$ cat src/rtl/muldiv_unit.sv
// muldiv_unit: iterative multiply/divide unit with architectural HI/LO.
// Radix-2 shift-add multiply and restoring divide over 32 iterations.
// Signed operations run on operand magnitudes and are sign-corrected in FIX.
module muldiv_unit #(
    parameter int WIDTH = 32
) (
    input  logic             clk,
    input  logic             rst_n,
    input  logic             start,
    input  logic [2:0]       op,
    input  logic [WIDTH-1:0] opa,
    input  logic [WIDTH-1:0] opb,
    input  logic             flush,
    output logic             busy,
    output logic             done,
    output logic             div_by_zero,
    output logic [WIDTH-1:0] hi,
    output logic [WIDTH-1:0] lo
);

    localparam logic [2:0] OP_MULT  = 3'b000;
    localparam logic [2:0] OP_MULTU = 3'b001;
    localparam logic [2:0] OP_DIV   = 3'b010;
    localparam logic [2:0] OP_DIVU  = 3'b011;
    localparam logic [2:0] OP_MTHI  = 3'b100;
    localparam logic [2:0] OP_MTLO  = 3'b101;

    typedef enum logic [1:0] {
        ST_IDLE = 2'd0,
        ST_CALC = 2'd1,
        ST_FIX  = 2'd2
    } state_t;

    // Two's-complement negation of a single-width word.
    function automatic logic [WIDTH-1:0] f_neg(input logic [WIDTH-1:0] v);
        return ~v + {{(WIDTH-1){1'b0}}, 1'b1};
    endfunction

    // Two's-complement negation of a double-width product.
    function automatic logic [2*WIDTH-1:0] f_neg2(input logic [2*WIDTH-1:0] v);
        return ~v + {{(2*WIDTH-1){1'b0}}, 1'b1};
    endfunction

    // Magnitude of a word; the most negative value maps onto itself.
    function automatic logic [WIDTH-1:0] f_abs(input logic [WIDTH-1:0] v);
        return v[WIDTH-1] ? f_neg(v) : v;
    endfunction

    state_t           r_state;
    logic [4:0]       r_cnt;
    logic             r_op_div;     // 1: divide, 0: multiply
    logic             r_op_signed;
    logic             r_sign_a;
    logic             r_sign_b;
    logic [WIDTH-1:0] r_mag;        // multiplicand or divisor magnitude
    logic [WIDTH-1:0] r_acc_hi;     // partial product high / partial remainder
    logic [WIDTH-1:0] r_acc_lo;     // multiplier / dividend-quotient shifter
    logic             r_busy;
    logic             r_done;
    logic             r_dbz;
    logic [WIDTH-1:0] r_hi;
    logic [WIDTH-1:0] r_lo;

    logic [WIDTH:0]     w_mul_sum;
    logic [WIDTH:0]     w_trial;
    logic [WIDTH:0]     w_diff;
    logic [WIDTH-1:0]   w_acc_hi_nxt;
    logic [WIDTH-1:0]   w_acc_lo_nxt;
    logic [2*WIDTH-1:0] w_prod_fix;
    logic [WIDTH-1:0]   w_quo_fix;
    logic [WIDTH-1:0]   w_rem_fix;
    logic               w_sign_diff;

    assign w_mul_sum   = {1'b0, r_acc_hi} + {1'b0, r_mag};
    assign w_trial     = {r_acc_hi, r_acc_lo[WIDTH-1]};
    assign w_diff      = w_trial - {1'b0, r_mag};
    assign w_sign_diff = r_op_signed & (r_sign_a ^ r_sign_b);

    // One iteration step: shift-add for multiply, restoring subtract for divide.
    always_comb begin
        w_acc_hi_nxt = r_acc_hi;
        w_acc_lo_nxt = r_acc_lo;
        if (r_op_div) begin
            if (!w_diff[WIDTH]) begin
                w_acc_hi_nxt = w_diff[WIDTH-1:0];
                w_acc_lo_nxt = {r_acc_lo[WIDTH-2:0], 1'b1};
            end else begin
                w_acc_hi_nxt = w_trial[WIDTH-1:0];
                w_acc_lo_nxt = {r_acc_lo[WIDTH-2:0], 1'b0};
            end
        end else begin
            if (r_acc_lo[0]) begin
                w_acc_hi_nxt = w_mul_sum[WIDTH:1];
                w_acc_lo_nxt = {w_mul_sum[0], r_acc_lo[WIDTH-1:1]};
            end else begin
                w_acc_hi_nxt = {1'b0, r_acc_hi[WIDTH-1:1]};
                w_acc_lo_nxt = {r_acc_hi[0], r_acc_lo[WIDTH-1:1]};
            end
        end
    end

    // Sign fix-up applied to the raw magnitude results in FIX.
    always_comb begin
        w_prod_fix = {r_acc_hi, r_acc_lo};
        w_quo_fix  = r_acc_lo;
        w_rem_fix  = r_acc_hi;
        if (w_sign_diff) begin
            w_prod_fix = f_neg2({r_acc_hi, r_acc_lo});
            w_quo_fix  = f_neg(r_acc_lo);
        end else begin
            w_prod_fix = {r_acc_hi, r_acc_lo};
            w_quo_fix  = r_acc_lo;
        end
        if (r_op_signed && r_sign_a) begin
            w_rem_fix = f_neg(r_acc_hi);
        end else begin
            w_rem_fix = r_acc_hi;
        end
    end

    // Control FSM with operand capture, iteration and HI/LO write-back.
    always_ff @(posedge clk or negedge rst_n) begin
        if (!rst_n) begin
            r_state     <= ST_IDLE;
            r_cnt       <= 5'd0;
            r_op_div    <= 1'b0;
            r_op_signed <= 1'b0;
            r_sign_a    <= 1'b0;
            r_sign_b    <= 1'b0;
            r_mag       <= {WIDTH{1'b0}};
            r_acc_hi    <= {WIDTH{1'b0}};
            r_acc_lo    <= {WIDTH{1'b0}};
            r_busy      <= 1'b0;
            r_done      <= 1'b0;
            r_dbz       <= 1'b0;
            r_hi        <= {WIDTH{1'b0}};
            r_lo        <= {WIDTH{1'b0}};
        end else begin
            r_done <= 1'b0;
            r_dbz  <= 1'b0;
            case (r_state)
                ST_IDLE: begin
                    if (start && !flush) begin
                        case (op)
                            OP_MULT, OP_MULTU, OP_DIV, OP_DIVU: begin
                                r_op_div    <= op[1];
                                r_op_signed <= ~op[0];
                                r_sign_a    <= opa[WIDTH-1] & ~op[0];
                                r_sign_b    <= opb[WIDTH-1] & ~op[0];
                                // Divide keeps the divisor; multiply keeps the multiplicand.
                                r_mag       <= op[1] ? (op[0] ? opb : f_abs(opb))
                                                     : (op[0] ? opa : f_abs(opa));
                                r_acc_lo    <= op[1] ? (op[0] ? opa : f_abs(opa))
                                                     : (op[0] ? opb : f_abs(opb));
                                r_acc_hi    <= {WIDTH{1'b0}};
                                r_cnt       <= 5'd0;
                                r_busy      <= 1'b1;
                                r_state     <= ST_CALC;
                            end
                            OP_MTHI: r_hi <= opa;
                            OP_MTLO: r_lo <= opa;
                            default: ;
                        endcase
                    end else begin
                        r_state <= ST_IDLE;
                    end
                end
                ST_CALC: begin
                    if (flush) begin
                        r_busy  <= 1'b0;
                        r_state <= ST_IDLE;
                    end else begin
                        r_acc_hi <= w_acc_hi_nxt;
                        r_acc_lo <= w_acc_lo_nxt;
                        r_cnt    <= r_cnt + 5'd1;
                        if (r_cnt == 5'd31) begin
                            r_state <= ST_FIX;
                        end else begin
                            r_state <= ST_CALC;
                        end
                    end
                end
                ST_FIX: begin
                    r_busy  <= 1'b0;
                    r_state <= ST_IDLE;
                    if (!flush) begin
                        r_done <= 1'b1;
                        if (r_op_div) begin
                            if (r_mag == {WIDTH{1'b0}}) begin
                                r_dbz <= 1'b1;
                            end else begin
                                r_hi <= w_rem_fix;
                                r_lo <= w_quo_fix;
                            end
                        end else begin
                            r_hi <= w_prod_fix[2*WIDTH-1:WIDTH];
                            r_lo <= w_prod_fix[WIDTH-1:0];
                        end
                    end else begin
                        r_done <= 1'b0;
                    end
                end
                default: begin
                    r_busy  <= 1'b0;
                    r_state <= ST_IDLE;
                end
            endcase
        end
    end

    assign busy        = r_busy;
    assign done        = r_done;
    assign div_by_zero = r_dbz;
    assign hi          = r_hi;
    assign lo          = r_lo;

endmodule
$ cat config.mk
export PLATFORM = sky130hd
export DESIGN_NAME = muldiv_unit
export DESIGN_NICKNAME = d
export VERILOG_FILES = /design/src/rtl/muldiv_unit.sv
export SDC_FILE = /design/constraint.sdc
export NUM_CORES = 1
export LEC_CHECK = 0
export ABC_AREA = 1
export BUFFER_PORTS_ARGS = -buffer_cell sky130_fd_sc_hd__buf_2
export CORE_MARGIN = 1
export CORE_UTILIZATION = 40
export DETAILED_ROUTE_END_ITERATION = 16
export GPL_TIMING_DRIVEN = 0
export PLACE_DENSITY = 0.54
export SETUP_SLACK_MARGIN = 0.4
export SLEW_MARGIN = 20
export SYNTH_ARGS = -nofsm -noshare
export SYNTH_HDL_FRONTEND = slang
export SYNTH_SLANG_ARGS = --single-unit
$ cat constraint.sdc
create_clock -name clk -period 2.6 [get_ports clk]
set_input_delay 0.13 -clock clk [delete_from_list [all_inputs] [get_ports clk]]
set_output_delay 0.13 -clock clk [all_outputs]
set_load 0.02 [all_outputs]
* Word level (Yosys, flattened, before mapping) *
Cells that the tools add are included.

cells by class
  add/subtract/negate cells = 8
  multipliers = 0
  divide/modulo/power cells = 0
  magnitude comparators = 0
  equality and inequality tests = 17
  shifts and indexed selects = 0
  muxes and demuxes = 54
  bitwise operators = 10
  reductions and logical operators = 14

operator list
  kind                                           count
  2-to-1 mux 32 bit                              29
  one-hot mux 32 bit (2 select lines)            4
  adder 32 x 1 -> 32 bit, second input constant  4
  NOT 32 bit                                     4
  adder 64 x 1 -> 64 bit, second input constant  1
  2-to-1 mux 64 bit                              1
  NOT 64 bit                                     1
  adder 32 x 32 -> 33 bit                        1
  subtractor 33 x 32 -> 33 bit                   1
  zero test 32 bit                               1
  2-to-1 mux 5 bit                               3
  2-to-1 mux 1 bit                               10
  one-hot mux 5 bit (2 select lines)             1
  AND reduction 5 bit                            2
  2-to-1 mux 2 bit                               4
  != test 2 bit, second input constant           4
  == test 3 x 2 -> 1 bit, second input constant  2
  == test 3 bit, second input constant           2
  != test 2 x 1 -> 1 bit, second input constant  3
  AND reduction 3 bit                            2
  adder 5 x 1 -> 5 bit, second input constant    1
  == test 5 bit, second input constant           1
  one-hot mux 2 bit (2 select lines)             1
  AND reduction 4 bit                            1
  other kinds (15)                               19

storage, ports and cells
  flip-flop bits (word level) = 174
  bits in latches = 0
  RAM bits = 0
  ROM bits = 0
  input port bits = 71
  output and inout port bits = 67
  logic and storage cells = 117
  memories = 0

* Depth between registers and ports, before layout *
Gate-level depths: netlist of run 1.

  depth in word-level cells = 8
  depth in mapped cells = 20
  depth with buffers taken out = 19

* Worst setup path after synthesis of run 1 *
OpenSTA, ideal clock, no wires.

  path type = flip-flop to flip-flop
  start = register r_acc_lo[31]
  end = register r_acc_hi[30]
  setup time = 116 ps
  arrival = 2181 ps
  data required time = 2484 ps
  slack = 303 ps
  cell stages (with the launch flop) = 21
  path buffers = 1
  period minus slack after synthesis = 2297 ps
  path through = dfrtp_1 inv_1 ha_1 fa_1 inv_1 nand2_1 nand2_1 nand3_1 nand2_2 nand2_1 nand2_2 nand2_4 nand2_4 nand2_4 nand2_4 buf_6 nand2_2 nand2_1 nand2_1 nand2_1 nand2_1

between the ends
  word-level cells in the longest chain between the ends = 5

RTL lines
  item                                 line  text
  start: declaration                   57    logic [WIDTH-1:0] r_acc_lo;
  start signal: assignment             132   r_acc_lo <= {WIDTH{1'b0}};
  start signal: assignment             153   r_acc_lo <= op[1] ? (op[0] ? opa : f_abs(opa))
  start signal: assignment             174   r_acc_lo <= w_acc_lo_nxt;
  subtractor 33 x 32 -> 33 bit         76    assign w_diff = w_trial - {1'b0, r_mag};
  2-to-1 mux 32 bit                    84    if (!w_diff[WIDTH]) begin
  2-to-1 mux 32 bit                    83    if (r_op_div) begin
  2-to-1 mux 32 bit                    169   if (flush) begin
  one-hot mux 32 bit (2 select lines)  141   case (r_state)
  end signal: assignment               131   r_acc_hi <= {WIDTH{1'b0}};
  end signal: assignment               155   r_acc_hi <= {WIDTH{1'b0}};
  end signal: assignment               173   r_acc_hi <= w_acc_hi_nxt;
  end: declaration                     56    logic [WIDTH-1:0] r_acc_hi;

Every way passes these cells. The select of a mux whose other input is x is not followed.
A chain may end at the register's enable or synchronous reset.

* Final worst setup path of run 1 *
  start = register r_mag[0]
  end = register r_acc_hi[30]

between the ends
  word-level cells in the longest chain between the ends = 5
  elaborated cells on any way between the ends = 7
  classes of those cells = add/sub: 2; mux: 5

RTL lines
  item                                                                     line    text
  start: declaration                                                       55      logic [WIDTH-1:0] r_mag;
  start signal: assignment                                                 130     r_mag <= {WIDTH{1'b0}};
  start signal: assignment                                                 151     r_mag <= op[1] ? (op[0] ? opb : f_abs(opb))
  subtractor 33 x 32 -> 33 bit or adder 32 x 32 -> 33 bit (tied branches)  76, 74
  2-to-1 mux 32 bit (on tied branches)                                     84, 92
  2-to-1 mux 32 bit (*)                                                    83
  2-to-1 mux 32 bit (*)                                                    169
  one-hot mux 32 bit (2 select lines) (*)                                  141

Mark *: on every way between the ends. The rest lies on a longest branch, timed or not. The select of a mux whose other input is x is not followed.

==> metrics.txt, run 1 <==
design area about 24000 um^2; largest net degree at the start of global routing 92; vias roughly 23000; CP required around 3.0 ns; CP delay by family, top simple AND/OR/NAND/NOR gates; Max stage delay on crit path 0.51 ns; Post-Syn Area 18380 um^2; total clock sinks approximately 170; # rows 78; WP buf/inv 2; vias in the first global route between 20000 and 25000; Worst Skew ~0.027 ns; CP arrival 2.98 ns; vias per cell between 5 and 6; n_diodes 0; slowest stage cell, crit path dfrtp_2; count of cell types in the netlist 55; IO buf count between 100 and 150; FMAX 385.5 MHz; Total Routed Length 95.43 mm; area grow syn2layout 29.16%; Placed Area roughly 20000 um^2; mean area per synthesized cell between 5 and 6 um^2; Crit. End Element flop; Slew Viols, Final 0; DR WL/cell roughly 23 um; startpoint types flop; RSZ-0062 raised after global routing yes; most common cell after layout, fill and taps aside nand2_1; HPWL after detailed placement 74.57 mm; Seq/Total Area, Yosys 0.2369; Crit Path Category reg2reg; Fin. Hold Viols 0; async set or reset register ratio after synthesis 1.000; worst-path fanout max 6; width of the die between 200 and 250 um; core area approximately 45000 um^2; Mapped Nets 3324; worst slew pin tran approximately 1.2 ns; Skew-Pair Late Insertion Delay approximately 0.52 ns; drt drc 0; Die ar. approximately 47000 um^2; r2r setup slk between 0.005 and 0.006 ns; commonest cells after routing, fill and taps aside 953 x nand2_1, 411 x inv_1, 296 x nor2_1; WHS between 0.03 and 0.04 ns; Hold WC Path Type in2reg; most used flip-flop cell after synthesis dfrtp_1; max_slew headroom 0.1870; Die Height 216.3 um; clk buf depth 2; Routed Antenna Nets 0; Mapped Cells roughly 3200; GRT Total Usage 0.3992; Num CTS Buffers 17; Max IR drop VDD between 600 and 700 uV; first-pass GRT wire length ~140 mm; initial core utilization 0.4049; htree depth 4; Power Density between 1000 and 1500 nW/um^2; Reg clk slew, reported paths around 0.08 ns; total grt overflow 0; fin crit share 0.9978; Yosys warning total 0; 1st-pass router iterations 6; total of max-cap violations 0; Routability Congestion 1.021; CTS tree built; num ports roughly 140; Synth Register Bits 174; layout net count about 3600; Final setup viols 0; Post-synth EDFFs 0; Top cell by count, worst path nand2_2; share of cells above drive strength 1 0.2230; DR iter-0 viols ~2500; Lkg Pwr roughly 12 nW; worst-path cell chain ha_4 > fa_2 > inv_2 > nand2_2 > nand2_4 > nand3_4 > nand2_4 > nand2_4 > nand2_4 > nand2_8 > nand2_8 > nand2_8 > nand2_8 > buf_8 > nand2_2 > nand2_2 > nand2_2 > nand2_2 > nand2_1; CTS root buf clkbuf_16; initial antenna violation count 1; minimum clock period between 2 and 3 ns; Finished Core Util 0.5230; outcome complete, no violations
## flip-flops by register name, summed over array words and instances, names as in the netlist
register	cells
r_sign_b	1
r_state	2
r_mag	32
r_sign_a	1
lo	32
r_acc_hi	32
busy	1
r_op_div	1
r_acc_lo	32
hi	32
div_by_zero	1
r_cnt	5
r_op_signed	1
done	1
## power breakdown
part           total [mW]  internal [mW]  switching, mW  leakage [nW]
Sequential           5.36           3.62           1.74          2.05
Combinational        20.0           7.29           12.8          9.80
Clock                2.68           1.27           1.41         0.276
## worst register-to-register path: stages (launching register included)
cell     delay [ns]
dfrtp_2        0.51
ha_4           0.21
fa_2           0.38
inv_2          0.07
nand2_2        0.05
nand2_4        0.09
nand3_4        0.07
nand2_4        0.10
nand2_4        0.05
nand2_4        0.10
nand2_8        0.09
nand2_8        0.10
nand2_8        0.07
nand2_8        0.14
buf_8          0.14
nand2_2        0.05
nand2_2        0.06
nand2_2        0.07
nand2_2        0.08
nand2_1        0.05
## routing by layer
| layer | routed length, um | track usage | up-vias |
|---|---|---|---|
| met3 | 8058 | 0.06625 | 233 |
| met2 | 41110 | 0.6042 | 1128 |
| met4 | 5592 | 0.1979 | 2 |
| met1 | 40660 | 0.5479 | 10960 |
| li1 | - | - | 10780 |
| met5 | 11 | 0 | - |
## metrics by stage
| stage | instances | setup WS (ns) | total power [mW] | TNS, ns |
|---|---|---|---|---|
| after floorplan | 3181 | 0.3943 | 15.30 | 0 |
| after global placement | 3917 | -1.594 | 20.29 | -299.83 |
| after detailed placement | 3918 | -0.6105 | 20.42 | -33.05 |
| after CTS | 4015 | 0.08510 | 24.27 | 0 |
| after global routing | 4062 | -0.08117 | 29.93 | -0.4091 |
| final | 4062 | 0.005733 | 28.08 | 0 |
## final cells by class
cell class                      instances  area (um^2)
Buffer                                 98        679.4
Clock buffer                           17        425.4
Clock inverter                         14        143.9
Fill cell                            4762        21650
Inverter                              450         1732
Multi-Input combinational cell       2461        13600
Sequential cell                       174         4434
Tap cell                              600        750.7
Timing Repair Buffer                  247         1962
Timing Repair inverter                  1        8.758
## cells in the mapped netlist, drive strengths merged (30+ instances only)
master	instances	area, um^2
nand3	288	1456
a21oi	226	1150
nand4	46	287.8
o221ai	30	262.8
a31oi	34	212.7
dfrtp	174	4354
nand2	1070	4084
inv	446	1674
nor2	380	1513
ha	70	875.8
clkbuf	45	168.9
xor2	45	394.1
o21ai	150	765.7
nor3	30	170.2
buf	53	286.5
## kinds of logic (layout without fill, tap and decap cells)
logic type                 after synthesis  count (layout)  synth area share
AOI/OAI and AO/OA                      473             473            0.1435
xor gates and xnor gates                65              65           0.03098
adders and majority gates               72              72           0.04984
buffers and inverters                  548             827            0.1168
DFF                                    174             174            0.2369
muxes                                    1               1         0.0005447
and+or+nand+nor                       1848            1850            0.4215
## worst paths after layout
| path | start | to | cells after the start |
|---|---|---|---|
| min in group asynchronous | rst_n | hi[25] | 2 |
| min | opb[13] | r_mag[13] | 3 |
| max in group asynchronous | rst_n | r_mag[27] | 3 |
| min reg2reg | lo[5] | lo[5] | 2 |
| max reg2reg | r_mag[0] | r_acc_hi[30] | 19 |
| max | r_mag[0] | r_acc_hi[30] | 19 |
## timing repair
item | 4_1_cts | 5_1_grt
endpoints found under the hold margin | 98 | 0
pin swaps | 33 | 93
hold buffers | 7 | 0
gates cloned | 8 | 12
setup endpoints to repair | 105 | 132
buffers inserted | 51 | 35
gates resized for setup | 217 | 387
(Power assumes the default switching activity.)
==> inputs of run 2 (changes only) <==
--- a/config.mk
+++ b/config.mk
@@ -9,8 +9,10 @@
 export BUFFER_PORTS_ARGS = -buffer_cell sky130_fd_sc_hd__buf_2
 export CORE_MARGIN = 1
 export CORE_UTILIZATION = 40
+export CTS_BUF_LIST = sky130_fd_sc_hd__clkbuf_2
 export DETAILED_ROUTE_END_ITERATION = 16
 export GPL_TIMING_DRIVEN = 0
+export HOLD_SLACK_MARGIN = 0.08
 export PLACE_DENSITY = 0.54
 export SETUP_SLACK_MARGIN = 0.4
 export SLEW_MARGIN = 20
==> run 2 against run 1 <==
The run now ends with negative setup slack left. Design area up 1.1%. Clock-buffer cell count is the same. Cell count up 3.8%. Via count rose by 3.4%. Non-clock buffer count is 154 higher. Critical path type unchanged. Critical endpoint unchanged.
==> metrics.txt, run 2 (same netlist as run 1, synthesis figures left out) <==
Fin. Hold Viols 0 (unchanged); slowest stage cell, crit path dfrtp_2 (unchanged); vias in the first global route 22220 (was 21290); IO buf count 136 (unchanged); max_slew headroom 0.4210 (was 0.1870); Max IR drop VDD 719.1 uV (was 679.7 uV); htree depth 4 (unchanged); Non-Filler Instances 4215 (was 4062); Lkg Pwr 12.34 nW (was 12.12 nW); core area 45380 um^2 (unchanged); Top cell by count, worst path nand2_2 (unchanged); DR WL/cell 22.92 um (was 23.49 um); total grt overflow 0 (unchanged); r2r setup slk -0.09 ns (was 0.006 ns); Crit Path Category reg2reg (unchanged); CP delay by family, top simple AND/OR/NAND/NOR gates (unchanged); width of the die 216.3 um (unchanged); launching point of the worst reg2reg path r_mag[0] (unchanged); commonest cells after routing, fill and taps aside 990 x nand2_1, 416 x inv_1, 324 x nor2_1 (was 953 x nand2_1, 411 x inv_1, 296 x nor2_1); Hold WC Path Type in2reg (unchanged); total clock sinks 174 (unchanged); Power, Total 25.56 mW (was 28.08 mW); Routed Antenna Nets 0 (unchanged); GRT Total Usage 0.4085 (was 0.3992); CP required 3.60 ns (was 2.99 ns); WP buf/inv 2 (unchanged); vias per cell 5.666 (was 5.689); Num CTS Buffers 17 (unchanged); # rows 78 (unchanged); worst slew pin tran 0.8684 ns (was 1.212 ns); Power Density 1065 nW/um^2 (was 1183 nW/um^2); Max stage delay on crit path 0.57 ns (was 0.51 ns); first-pass GRT wire length 140.8 mm (was 137.0 mm); Routability Congestion 1.021 (unchanged); Crit. End Element flop (unchanged); CP arrival 3.69 ns (was 2.98 ns); Total Routed Length 96.61 mm (was 95.43 mm); largest net degree at the start of global routing 92 (unchanged); startpoint types flop (unchanged); share of cells above drive strength 1 0.1785 (was 0.2230); Finished Core Util 0.5290 (was 0.5230); final worst slack -0.09011 ns (was 0.005733 ns); fin crit share 1.035 (was 0.9978); Worst Skew 0.09380 ns (was 0.02747 ns); layout net count 3744 (was 3593); Skew-Pair Late Insertion Delay 1.13 ns (was 0.52 ns); Reg clk slew, reported paths 0.32 ns (was 0.08 ns); clk buf depth 2 (unchanged); Worst path depth 19 (unchanged); Post-Place Cells 3918 (unchanged); Die Height 216.3 um (unchanged); vias 23880 (was 23110); minimum clock period 2.690 ns (was 2.594 ns); total of max-cap violations 0 (unchanged); initial antenna violation count 2 (was 1); worst-path fanout max 5 (was 6); worst r2r path cells 19 (unchanged); failing checks negative setup slack; CTS root buf clkbuf_2 (was clkbuf_16); num ports 138 (unchanged); CTS tree built (unchanged); most common cell after layout, fill and taps aside nand2_1 (unchanged); FMAX 371.7 MHz (was 385.5 MHz); DR iter-0 viols 2938 (was 2539); 1st-pass router iterations 6 (unchanged); pre-CTS setup slack -0.6105 ns (unchanged); HPWL after detailed placement 74.57 mm (unchanged); Slew Viols, Final 0 (unchanged); initial core utilization 0.4049 (unchanged); Hold Path Depth 7 (was 3); Die ar. 46800 um^2 (unchanged); hold endpoint r_mag[14] (was r_mag[13]); worst hold start opa[9] (was opb[13]); worst-path cell chain ha_4 > fa_2 > inv_2 > nand2_2 > nand2_2 > nand3_2 > nand2_2 > nand2_2 > nand2_2 > nand2_4 > nand2_4 > nand2_4 > nand2_8 > buf_8 > nand2_4 > nand2_2 > nand2_2 > nand2_2 > nand2_2 (was ha_4 > fa_2 > inv_2 > nand2_2 > nand2_4 > nand3_4 > nand2_4 > nand2_4 > nand2_4 > nand2_8 > nand2_8 > nand2_8 > nand2_8 > buf_8 > nand2_2 > nand2_2 > nand2_2 > nand2_2 > nand2_1); Final setup viols 56 (was 0); area grow syn2layout 30.64% (was 29.16%); R2R Path End r_acc_hi[30] (unchanged); outcome complete, but fails checks (was complete, no violations); drt drc 0 (unchanged); RSZ-0062 raised after global routing yes (unchanged)
## run 2: changes by cell type in the layout (fill, tap and decap cells not counted), moves of 20 or more
cell and delta:
dlygate4sd3_1 +168, nor2_4 -38, nand2_1 +37, nor2_1 +28, clkbuf_16 -25, nand2_4 -25
a21oi_2 -22, a21oi_1 +21, clkbuf_2 +20
## run 2: worst max-delay path by stage
stage | slack [ns] | end | startpoint
2_1_floorplan | 0.39 | r_acc_hi[30] | r_acc_lo[31]
3_3_place_gp | -1.59 | r_mag[22] | rst_n
3_5_place_dp | -0.61 | hi[12] | r_acc_lo[0]
4_1_cts | -0.004 | r_acc_hi[30] | r_mag[0]
5_1_grt | -0.14 | r_acc_hi[30] | r_mag[0]
6_report | -0.09 | r_acc_hi[30] | r_mag[0]
## run 2: area by class of cell
cell class                 instances  area (um^2)
clock inverter                    14        143.9
clock buffer                      17        85.08
multi-input combinational       2459        12830
fill                            4785        21370
timing repair buffer             401         3381
antenna                            2        5.005
buffer                            98        644.4
sequential                       174         4438
inverter                         450         1725
tap                              600        750.7
## run 2: repair_timing
item,4_1_cts,5_1_grt
resized for setup,192,211
cloned,5,4
pin swaps,55,66
hold endpoints to repair,339,1
setup buffers,44,33
setup endpoints to repair,105,148
hold buffers,183,1
## run 2: metrics by stage
step	hold slack [ns]	cell area, um^2	setup TNS (ns)
2_1_floorplan	-0.1656	18380	0
3_3_place_gp	0.4439	19810	-299.83
4_1_cts	0.08454	22950	-0.005704
3_5_place_dp	0.2051	19850	-33.05
5_1_grt	0.1295	24010	-3.682
6_report	0.2073	24010	-1.361
## run 2: worst reg2reg max path, cell delays in order (launching register included)
cell,delay [ns]
dfrtp_2,0.57
ha_4,0.21
fa_2,0.41
inv_2,0.07
nand2_2,0.04
nand2_2,0.09
nand3_2,0.09
nand2_2,0.10
nand2_2,0.06
nand2_2,0.09
nand2_4,0.10
nand2_4,0.12
nand2_4,0.08
nand2_8,0.14
buf_8,0.15
nand2_4,0.05
nand2_2,0.07
nand2_2,0.07
nand2_2,0.08
nand2_2,0.04
## run 2: power breakdown
group	switching (mW)	internal, mW	total [mW]
Clock	1.29	0.308	1.60
Combinational	12.0	6.67	18.7
Sequential	1.69	3.61	5.31
Total	15.0	10.6	25.6
## run 2: layer usage
metal / vias up / track usage / wire (um)
met3: 274 / 0.06372 / 7918
met5: - / 0 / 0
met4: 0 / 0.2249 / 6035
li1: 11070 / - / -
met2: 1234 / 0.6201 / 41530
met1: 11300 / 0.5534 / 41130
